--- config.mk ---
export PLATFORM = sky130hd
export DESIGN_NAME = fifo_stream_reader_flat
export DESIGN_NICKNAME = d
export VERILOG_FILES = /design/src/rtl/fifo_stream_reader_if.sv /design/src/rtl/fifo_stream_reader.sv /design/src/flat_wrapper.sv
export SDC_FILE = /design/constraint.sdc
export NUM_CORES = 1
export LEC_CHECK = 0
export CORE_ASPECT_RATIO = 1.5
export CORE_MARGIN = 2
export CORE_UTILIZATION = 30
export DETAILED_ROUTE_END_ITERATION = 8
export GPL_TIMING_DRIVEN = 0
export PLACE_DENSITY_LB_ADDON = 0.15
export SYNTH_ARGS = -nofsm -noshare
export SYNTH_HDL_FRONTEND = slang
export SYNTH_SLANG_ARGS = --single-unit
--- constraint.sdc ---
create_clock -name clk -period 1.6 [get_ports clk]
set_input_delay 0.32 -clock clk [delete_from_list [all_inputs] [get_ports clk]]
set_output_delay 0.32 -clock clk [all_outputs]
set_load 0.03 [all_outputs]
--- src/rtl/fifo_stream_reader_if.sv ---
// Handshake bundle between sync_fifo's read port, the stream reader and the
// downstream valid/ready consumer.
interface fifo_stream_reader_if #(
    parameter int DATA_WIDTH = 8
);
    logic                  fifo_empty;
    logic [DATA_WIDTH-1:0] fifo_data;
    logic                  fifo_rd_en;
    logic                  m_valid;
    logic                  m_ready;
    logic [DATA_WIDTH-1:0] m_data;

    // The reader drives the FIFO read strobe and the stream outputs.
    modport master (
        input  fifo_empty,
        input  fifo_data,
        output fifo_rd_en,
        output m_valid,
        input  m_ready,
        output m_data
    );

    // The FIFO and the downstream stage together form the opposite side.
    modport slave (
        output fifo_empty,
        output fifo_data,
        input  fifo_rd_en,
        input  m_valid,
        output m_ready,
        input  m_data
    );
endinterface

--- src/rtl/fifo_stream_reader.sv ---
// Drains sync_fifo into a valid/ready stream, using a 2-entry output buffer
// to hide the FIFO's one-cycle read latency at full throughput.
module fifo_stream_reader #(
    parameter int DATA_WIDTH = 8,
    parameter int CNT_WIDTH  = 16
) (
    input  logic                 clk,
    input  logic                 rst_n,
    fifo_stream_reader_if.master bus,
    output logic [1:0]           buf_cnt,
    output logic [CNT_WIDTH-1:0] beat_cnt
);
    logic                  inflight;
    logic                  pop;
    logic [2:0]            occupancy;
    logic [1:0]            cnt_after_pop;
    logic [1:0]            buf_cnt_next;
    logic [DATA_WIDTH-1:0] slot0;
    logic [DATA_WIDTH-1:0] slot1;
    logic [DATA_WIDTH-1:0] slot0_next;
    logic [DATA_WIDTH-1:0] slot1_next;

    assign pop       = bus.m_valid & bus.m_ready;
    assign occupancy = {1'b0, buf_cnt} + {2'b00, inflight};

    // A read is only issued when its word is guaranteed a buffer slot on arrival.
    assign bus.fifo_rd_en = rst_n & ~bus.fifo_empty & ((occupancy < 3'd2) | pop);
    assign bus.m_data     = slot0;

    always_comb begin
        cnt_after_pop = buf_cnt - {1'b0, pop};
        buf_cnt_next  = cnt_after_pop + {1'b0, inflight};
        slot0_next    = slot0;
        slot1_next    = slot1;
        if (pop && (buf_cnt == 2'd2)) begin
            slot0_next = slot1;
        end
        // The arriving word lands behind whatever survives this cycle's pop.
        if (inflight) begin
            if (cnt_after_pop == 2'd0) begin
                slot0_next = bus.fifo_data;
            end else begin
                slot1_next = bus.fifo_data;
            end
        end
    end

    always_ff @(posedge clk or negedge rst_n) begin
        if (!rst_n) begin
            inflight    <= 1'b0;
            buf_cnt     <= 2'd0;
            bus.m_valid <= 1'b0;
            slot0       <= '0;
            slot1       <= '0;
            beat_cnt    <= '0;
        end else begin
            inflight    <= bus.fifo_rd_en;
            buf_cnt     <= buf_cnt_next;
            bus.m_valid <= (buf_cnt_next != 2'd0);
            slot0       <= slot0_next;
            slot1       <= slot1_next;
            if (pop) begin
                beat_cnt <= beat_cnt + 1'b1;
            end
        end
    end
endmodule

--- src/flat_wrapper.sv ---
// flat-port wrapper written by rule: the top's interface ports become plain ports
module fifo_stream_reader_flat 
#(
    parameter int DATA_WIDTH = 8,
    parameter int CNT_WIDTH  = 16
)
  (clk, rst_n, buf_cnt, beat_cnt, bus_fifo_empty, bus_fifo_data, bus_fifo_rd_en, bus_m_valid, bus_m_ready, bus_m_data);
  fifo_stream_reader_if #(.DATA_WIDTH(DATA_WIDTH)) bus_i ();
  input  logic clk;
  input  logic rst_n;
  output logic [1:0] buf_cnt;
  output logic [CNT_WIDTH-1:0] beat_cnt;
  input wire logic [$bits(bus_i.fifo_empty)-1:0] bus_fifo_empty;
  input wire logic [$bits(bus_i.fifo_data)-1:0] bus_fifo_data;
  output wire logic [$bits(bus_i.fifo_rd_en)-1:0] bus_fifo_rd_en;
  output wire logic [$bits(bus_i.m_valid)-1:0] bus_m_valid;
  input wire logic [$bits(bus_i.m_ready)-1:0] bus_m_ready;
  output wire logic [$bits(bus_i.m_data)-1:0] bus_m_data;
  assign bus_i.fifo_empty = bus_fifo_empty;
  assign bus_i.fifo_data = bus_fifo_data;
  assign bus_fifo_rd_en = bus_i.fifo_rd_en;
  assign bus_m_valid = bus_i.m_valid;
  assign bus_i.m_ready = bus_m_ready;
  assign bus_m_data = bus_i.m_data;
  fifo_stream_reader #(.DATA_WIDTH(DATA_WIDTH), .CNT_WIDTH(CNT_WIDTH)) u_core (.clk(clk), .rst_n(rst_n), .bus(bus_i), .buf_cnt(buf_cnt), .beat_cnt(beat_cnt));
endmodule
; ---- Word level (Yosys, flattened, before mapping)
; Index checks and enable logic that the tools add are counted.
[classes]
n_addsub = 4
n_lt_le_gt_ge = 1
eq_ne = 1
n_mux = 3
bitwise = 6
n_reduce_logical = 4
[ops]
columns = op, count
row1 = two-way mux 8 bit, 3
row2 = "adder 16 x 1 -> 16 bit, second input constant", 1
row3 = adder 2 x 1 -> 3 bit, 1
row4 = AND 1 bit, 3
row5 = "less-than comparator 3 x 2 -> 1 bit, second input constant", 1
row6 = adder 2 x 1 -> 2 bit, 1
row7 = "== test 2 bit, second input constant", 1
row8 = zero test 2 bit, 1
row9 = NOT 1 bit, 2
row10 = AND reduction 2 bit, 1
row11 = nonzero test 2 bit, 1
row12 = subtractor 2 x 1 -> 2 bit, 1
row13 = logical AND 1 bit, 1
row14 = bitwise OR 1 bit, 1
[totals]
ff_bits = 36
in_bits = 12
output_inout_bits = 28
word_cells = 25

; ---- Depth between registers and ports, before layout
; Gate-level depths: netlist of run 1.
[logic_depth]
depth_word = 5
ltp_mapped = 8
mapped_depth_nobuf = 8

; ---- Least setup slack after synthesis of run 1
; Ideal clock, no wire load.
[synth_path]
path_type = register -> output
from = register u_core.bus.m_valid
to = output port bus_fifo_rd_en
arrival_ns = 1.658
required_ns = 1.280
path_slack_ns = -0.378
stages_incl_launch_ff = 5
path_buffers = 0
cell_sequence = dfrtp_1 nand2_4 inv_1 nor2_1 nor3b_1
[synth_via]
elab_chain_cells = 3
[synth_rtl]
columns = item, line
row1 = start: declaration, fifo_stream_reader_if.sv:18  ; output m_valid,
row2 = start signal: assignment, fifo_stream_reader.sv:59  ; bus.m_valid <= (buf_cnt_next != 2'd0);
row3 = AND 1 bit, fifo_stream_reader.sv:23  ; assign pop = bus.m_valid & bus.m_ready;
row4 = named net u_core.pop, fifo_stream_reader.sv:14  ; logic pop;
row5 = bitwise OR 1 bit, fifo_stream_reader.sv:27  ; assign bus.fifo_rd_en = rst_n & ~bus.fifo_empty & ((occupancy < 3'd2) | pop);
row6 = AND 1 bit, fifo_stream_reader.sv:27
row7 = end: declaration, flat_wrapper.sv:15  ; output wire logic [$bits(bus_i.fifo_rd_en)-1:0] bus_fifo_rd_en;
; The timed path passes the listed nets, and every way through them passes these cells.

; ---- Worst setup path in the final report of run 1
[layout_path]
from = register u_core.bus.m_valid
to = register u_core.bus.m_valid
[layout_via]
elab_chain_cells = 4
[layout_rtl]
columns = item, line
row1 = AND 1 bit, fifo_stream_reader.sv:23
row2 = named net u_core.pop, fifo_stream_reader.sv:14
row3 = subtractor 2 x 1 -> 2 bit, fifo_stream_reader.sv:31  ; cnt_after_pop = buf_cnt - {1'b0, pop};
row4 = adder 2 x 1 -> 2 bit, fifo_stream_reader.sv:32  ; buf_cnt_next = cnt_after_pop + {1'b0, inflight};
row5 = named net u_core.buf_cnt_next[1], fifo_stream_reader.sv:17  ; logic [1:0] buf_cnt_next;
row6 = nonzero test 2 bit, fifo_stream_reader.sv:59
; The timed path passes the listed nets, and every way through them passes these cells.
; A chain may end at the register's enable or synchronous reset.

==> results of run 1 <==
## layout by cell type (no fill, tap or decap), types with 2 or more instances in the layout
cell type	Yosys	layout
clkinv_2	0	2
clkdlybuf4s50_1	0	9
dfrtp_1	36	32
dlygate4sd2_1	0	27
mux2_4	0	8
dfrtp_2	0	4
buf_4	0	12
xor2_1	6	6
dlygate4sd3_1	0	2
nand2_1	9	9
and3_1	3	3
a21oi_1	9	8
nand3_1	2	2
nand3_2	2	2
xnor2_1	11	9
ha_4	0	2
mux2i_1	8	8
nand4_1	2	2
clkbuf_8	0	6
nor2_1	11	11
## worst max path at each step
stage,startpoint,to
6_report,u_core.bus.m_valid,u_core.bus.m_valid
5_1_grt,u_core.bus.m_valid,u_core.bus.m_valid
4_1_cts,u_core.buf_cnt[1],bus_fifo_rd_en
3_5_place_dp,rst_n,bus_fifo_rd_en
3_3_place_gp,rst_n,bus_fifo_rd_en
2_1_floorplan,u_core.bus.m_valid,u_core.bus.m_valid
## report_power, final
group / internal [uW] / switching [uW]
Sequential: 1250 / 257
Clock: 344 / 322
Combinational: 935 / 1050
## cell type report
cell class / instances / area (um2) / share of cell area [%]
clock inverters: 2 / 10.0 / 0.432
clock buffers: 6 / 82.6 / 3.56
flip-flops and latches: 36 / 906 / 39.1
inverters: 3 / 18.8 / 0.809
repair buffers: 52 / 467 / 20.1
plain buffers: 1 / 5.00 / 0.216
well taps: 68 / 85.1 / 3.67
multi-input cells: 85 / 746 / 32.1
## registers in the layout (all words and copies together), names as in the netlist
register            count
u_core.slot1            8
u_core.buf_cnt          2
u_core.bus.m_data       8
u_core.inflight         1
u_core.beat_cnt        16
u_core.bus.m_valid      1
## layer usage
| metal | up-vias | wire [um] |
|---|---|---|
| met1 | 576 | 1350 |
| met3 | 4 | 193 |
| met2 | 33 | 1940 |
| met4 | 0 | 49 |
| li1 | 546 | - |
| met5 | - | 0 |
## cells by family after synthesis
kind of cell,Yosys count,synth area share [%]
and+or+nand+nor,39,14.8
DFF,36,57.8
xor gates and xnor gates,17,9.56
muxes,16,10.9
AOI/OAI and AO/OA,10,3.45
buffers and inverters,4,1.04
adders and majority gates,3,2.41
## stage by stage
step / TNS (ns) / worst slack (ns)
2_1_floorplan: -0.926 / -0.133
3_3_place_gp: -33.51 / -1.76
3_5_place_dp: -11.92 / -0.765
4_1_cts: -0.358 / -0.0837
5_1_grt: -0.250 / -0.0916
6_report: -0.0436 / -0.0405
## what timing repair did
item | 4_1_cts | 5_1_grt
pin swaps | 4 | 3
endpoints found under the setup margin | 46 | 14
hold endpoints to repair | 20 | 0
hold buffers | 2 | 0
resized for setup | 41 | 4
buffers inserted | 6 | 5
## worst max-delay path, delay by kind of cell (launching register included)
family                   cells  cell delay, ns
AND/OR/NAND/NOR              2            0.31
XOR/XNOR                     2            0.27
flip-flops                   1            0.43
buffers and inverters        2            0.08
adder cells (fa/ha/maj)      2            0.43
==> results by group, run 1 <==
Synth
  – FFs w/ async S/R, synth: 100%
  – Synth area leader: dfrtp_1
  – Synth Net Count: 140
  – Syn Std Cell Area: 0.00156 mm2
  – Synth top cells by count: 36 x dfrtp_1, 11 x nor2_1, 11 x xnor2_1, 9 x a21oi_1, 9 x nand2_1
  – Synth unique cells: 25
  – Count leader, synth: dfrtp_1
  – Primary FF master, synth: dfrtp_1
  – Sequential area share after synthesis: slightly below 60%
  – Ys Warns: 0
  – Synth Register Bits: 36
  – Post-synth EDFFs: 0
  – Top post-synthesis cells by area: dfrtp_1 58%, xnor2_1 6.2%, mux2_2 5.8%
  – Avg Inst Size Synth: ~12 um2
  – Share of the synthesized area in the top cell type: 57.8%
  – Mapped Cells: around 130

GRT
  – Global-route usage over all layers: 13.4%
  – Met2 usage: a little under a quarter
  – Met3 usage: roughly 4.2%
  – Busiest grt layer: met2
  – First-pass GRT wire length: about 5900 um
  – Vias in the first global route: about 1200
  – Pin count of the biggest net entering global routing: 21
  – Gr ovfl total: 0
  – Initial antenna violation count: 0
  – M1 GR Usage: 14.3%

Pwr
  – Worst vdd ir: approximately 0.69 mV
  – PwrDens: about 1800 mW/mm2
  – Total Power: between 4000 and 5000 uW
  – P_leak: roughly 0.0012 uW

CTS
  – Root Driver: clkbuf_8
  – CTS tree: yes
  – Clock Latency Late Sink: between 0.2 and 0.3 ns
  – Total clock sinks: 36
  – CTS Buf Count: 5
  – Clock Path Buffers: 2
  – Clock transition at path regs: around 0.07 ns
  – Htree depth: 2

Route
  – Detail Route Antenna Nets: 0
  – DR vias/cell: 4.58
  – Total detailed-routing wirelength: approximately 3500 um
  – DR WL/cell: 14.0 um
  – First-pass DRT Iterations: 4
  – Vias: roughly 1200
  – Residual DRC count: 0
  – Initial DRC count: 38

Timing
  – Worst rel slew slack: 39.4%
  – Max Freq: 610 MHz
  – Clk_skew: approximately 0.0058 ns
  – Max Transition Viols Final: 0
  – Worst-Margin Slew: 0.906 ns
  – RSZ-0062 raised after global routing: true
  – WHS: 0.350 ns
  – Hold Violations, Final: 0
  – Crit path time final: between 1.5 and 2 ns
  – Final WS setup: -0.0405 ns
  – Period utilisation layout: 103%
  – # setup viols final: 2

Floorplanning
  – I/O pin count: 40
  – Die X-Extent: 62.8 um
  – Die area: ~0.0058 mm2
  – Total core area: 0.00508 mm2
  – Die height: 92.3 um
  – Site Rows: 32
  – Initial Utilization: between 30% and 40%

Final layout
  – Final nets: 199
  – ANT cells: 0
  – Share of cells above drive strength 1: between 20% and 30%
  – Layout overhead on the synthesized area: 48.9%
  – Final Instance Count excl. Fillers: approximately 250
  – Fillers: about 510
  – Post-route design area: between 0.002 and 0.0025 mm2
  – Post-Route Utilization: 45.6%

Critical path
  – Crit-path slowest cell: dfrtp_2
  – Worst R2R Setup Slack: -0.04 ns
  – FF-to-FF path depth: 8
  – Worst path required time: between 1.5 and 2 ns
  – Worst r2r src: u_core.bus.m_valid
  – Most used cell, CP: ha_4
  – Worst Setup Start Kind: flop
  – CP Data Arrival Time: between 1.5 and 2 ns
  – Crit Path Category: flop to flop
  – Crit-path max FO: 4
  – Max stage delay on crit path: 0.43 ns
  – CP Cell Sequence: nand2_4 > inv_6 > ha_4 > inv_4 > ha_4 > xnor2_4 > xnor2_2 > or2_4
  – Endpoint class of the critical path: flop
  – RR Endpoint: u_core.bus.m_valid

Outcome
  – Status: finished with violations
  – Failing checks: setup timing

Placed design
  – Area post-placement: around 0.0021 mm2
  – # port buffers: 39
  – Gpl congestion: approximately 0.8
  – # placed instances: roughly 230

Min path
  – Worst min path class: input port to flop
  – Min-Delay Endpoint: u_core.inflight
  – Hold Crit Start: rst_n
  – WHS Path Cells: 2

Run
  – Maxcap violations: 0
No activity file was read; power rests on OpenSTA's default activity.
==> inputs of run 2 (changes only) <==
--- a/config.mk
+++ b/config.mk
@@ -7,8 +7,9 @@
 export LEC_CHECK = 0
 export CORE_ASPECT_RATIO = 1.5
 export CORE_MARGIN = 2
-export CORE_UTILIZATION = 30
+export CORE_UTILIZATION = 40
 export DETAILED_ROUTE_END_ITERATION = 8
+export GPL_ROUTABILITY_DRIVEN = 1
 export GPL_TIMING_DRIVEN = 0
 export PLACE_DENSITY_LB_ADDON = 0.15
 export SYNTH_ARGS = -nofsm -noshare
==> run 2 against run 1 <==
- non-clock buffer count fell by 3
- final area fell by 3.0%
- largest power group unchanged
- first-iteration DRC count fell by 68%
- setup slack got worse by 0.0085 ns
- clock skew fell by 0.0041 ns
- via count rose by 0.86%
- combinational power fell by 3%
- critical path depth did not move
- the run ends with hold timing, setup timing left
- critical endpoint unchanged
- worst hold slack got worse by 0.37 ns
- clock-buffer cell count did not move
- cell count fell by 11%
==> results by group, run 2 (synthesized netlist as in run 1, its figures left out) <==
Outcome
  – Status: finished with violations
  – Failing checks: hold timing, setup timing

GRT
  – Initial antenna violation count: 0 (unchanged)
  – Global-route usage over all layers: 17.5% (+4.1 points)
  – First-pass GRT wire length: 5530 um (-5.4%)
  – Pin count of the biggest net entering global routing: 38 (+81%)
  – Vias in the first global route: 1195 (-2.0%)
  – Gr ovfl total: 0 (unchanged)

Final layout
  – Top reg by flops: u_core.beat_cnt
  – Largest register FFs: 16 (unchanged)
  – Final nets: 196 (-1.5%)
  – Commonest non-fill, non-tap cell in the layout: dfrtp_1
  – Post-route design area: 0.00225 mm2 (-3.0%)
  – Most frequent cells in the layout: 32 x dfrtp_1, 28 x dlygate4sd2_1, 11 x nor2_1
  – Share of cells above drive strength 1: 27.5% (-0.64 points)
  – ANT cells: 0 (unchanged)
  – Post-Route Utilization: 60.6% (+15 points)
  – Layout overhead on the synthesized area: 44.5%

Critical path
  – Endpoint class of the critical path: flop
  – Worst R2R Setup Slack: -0.05 ns (about the same)
  – Worst Setup Start Kind: flop
  – Worst setup path end: u_core.bus.m_valid
  – CP Depth: 8 (unchanged)
  – Crit-path max FO: 4 (unchanged)
  – CP Data Arrival Time: 1.82 ns (about the same)
  – FF-to-FF path depth: 8 (unchanged)
  – Worst r2r src: u_core.bus.m_valid
  – Worst path required time: 1.78 ns (about the same)
  – CP Buf/Inv Count: 2 (unchanged)
  – Crit path from: u_core.bus.m_valid
  – Max stage delay on crit path: 0.43 ns (about the same)
  – RR Endpoint: u_core.bus.m_valid
  – Top delay family on crit path: adder cells
  – Crit-path slowest cell: dfrtp_2
  – Most used cell, CP: ha_4
  – CP Cell Sequence: nand2_4 > inv_6 > ha_4 > inv_4 > ha_4 > xnor2_4 > xnor2_2 > or2_4
  – Crit Path Category: flop to flop

Placed design
  – Gpl congestion: 0.720 (-8.5%)
  – # port buffers: 39 (unchanged)
  – Area post-placement: 0.00207 mm2 (-1.5%)
  – Post-DP HPWL: between 2000 and 2500 um
  – Place WS: -0.731 ns (+0.0344 ns)

Timing
  – Worst rel slew slack: 69.8% (+30 points)
  – RSZ-0062 raised after global routing: true
  – Hold Violations, Final: 36 (+36)
  – Max Transition Viols Final: 0 (unchanged)
  – Crit path time final: 1.65 ns (+0.00851 ns)
  – Max Freq: 606 MHz (-0.52%)
  – Total negative slack: -0.127 ns (-0.0838 ns)
  – Period utilisation layout: 103% (+0.53 points)
  – # setup viols final: 6 (+4)
  – Final WS setup: -0.0490 ns (-0.00851 ns)
  – WHS: -0.0175 ns (-0.367 ns)
  – Worst-Margin Slew: 0.454 ns (-0.453 ns)
  – Clk_skew: 0.00166 ns (-0.00410 ns)

Run
  – Maxcap violations: 0 (unchanged)

Route
  – Total detailed-routing wirelength: 3400 um (-4.1%)
  – Initial DRC count: 12 (-68%)
  – Residual DRC count: 0 (unchanged)
  – Vias: 1169 (+0.86%)
  – First-pass DRT Iterations: 4 (unchanged)
  – Detail Route Antenna Nets: 0 (unchanged)
  – DR WL/cell: 15.1 um (+7.8%)
  – DR vias/cell: 5.20 (+13%)

Floorplanning
  – I/O pin count: 40 (unchanged)
  – Total core area: 0.00372 mm2 (-27%)
  – Die X-Extent: 55.0 um (-13%)
  – Initial Utilization: 41.9% (+11 points)
  – Die height: 80.4 um (-13%)
  – Die area: 0.00442 mm2 (-24%)
  – Site Rows: 27 (-16%)

Pwr
  – P_leak: 0.00117 uW (-1.3%)
  – Total Power: 4120 uW (-0.93%)
  – PwrDens: 1830 mW/mm2 (+2.1%)
  – Worst vdd ir: 1.14 mV (+65%)

CTS
  – CTS Buf Count: 5 (unchanged)
  – Clock transition at path regs: 0.07 ns (about the same)
  – Root Driver: clkbuf_8
  – Htree depth: 2 (unchanged)
  – Clock Path Buffers: 2 (unchanged)
  – CTS tree: yes
  – Clock Latency Late Sink: 0.28 ns (about the same)
  – Total clock sinks: 36 (unchanged)

Min path
  – Worst min path class: input port to asynchronous set/reset pin
-- run 2: changes by cell type in the layout (fill, tap and decap cells not counted), sizes merged --
cell	before	now
dlygate4sd3	2	0
buf	14	13
clkdlybuf4s15	1	0
dlygate4sd2	27	28
-- run 2: per-stage QoR --
step / hold slack (ns) / std cells
finish: -0.0175 / 225
global route: 0.00668 / 225
CTS: -0.00945 / 221
detailed placement: 0.449 / 207
global placement: 0.460 / 207
floorplan: 0.0244 / 125
-- run 2: final cells by class --
type                       count  area (um2)
fill                         362        1470
tap                           43        53.8
inverter                       3        18.8
clock inverter                 2        10.0
buffer                         1        5.00
clock buffer                   6        82.6
multi-input combinational     85         742
sequential                    36         906
timing repair buffer          49         433
-- run 2: repair_timing --
| action | CTS | global route |
|---|---|---|
| setup buffers | 6 | 4 |
| pin swaps | 4 | 2 |
| resized for setup | 43 | 2 |
| endpoints found under the hold margin | 36 | 0 |
| endpoints found under the setup margin | 46 | 14 |
-- run 2: how the worst min path moves through the flow --
stage	start	end	slack, ns	cells after the start
global placement	u_core.beat_cnt[15]	u_core.beat_cnt[15]	0.46	1
floorplan	rst_n	u_core.beat_cnt[0]	0.02	0
global route	rst_n	u_core.beat_cnt[5]	0.007	1
detailed placement	rst_n	u_core.beat_cnt[5]	0.45	1
finish	rst_n	u_core.buf_cnt[1]	-0.02	1
CTS	rst_n	u_core.beat_cnt[1]	-0.009	1
-- run 2: power breakdown --
group	switching [uW]	internal, uW	total [uW]	leakage [uW]
sequential	263	1250	1510	0.000444
clock	324	344	668	0.0000510
combinational	1040	895	1940	0.000670
-- run 2: metal layers --
metal	vias to the layer above	wire (um)	GRT usage, %
li1	537	-	-
met1	583	1270	18.7
met2	41	1850	30.6
met3	8	184	4.83
met4	0	84	7.56
met5	-	0	0
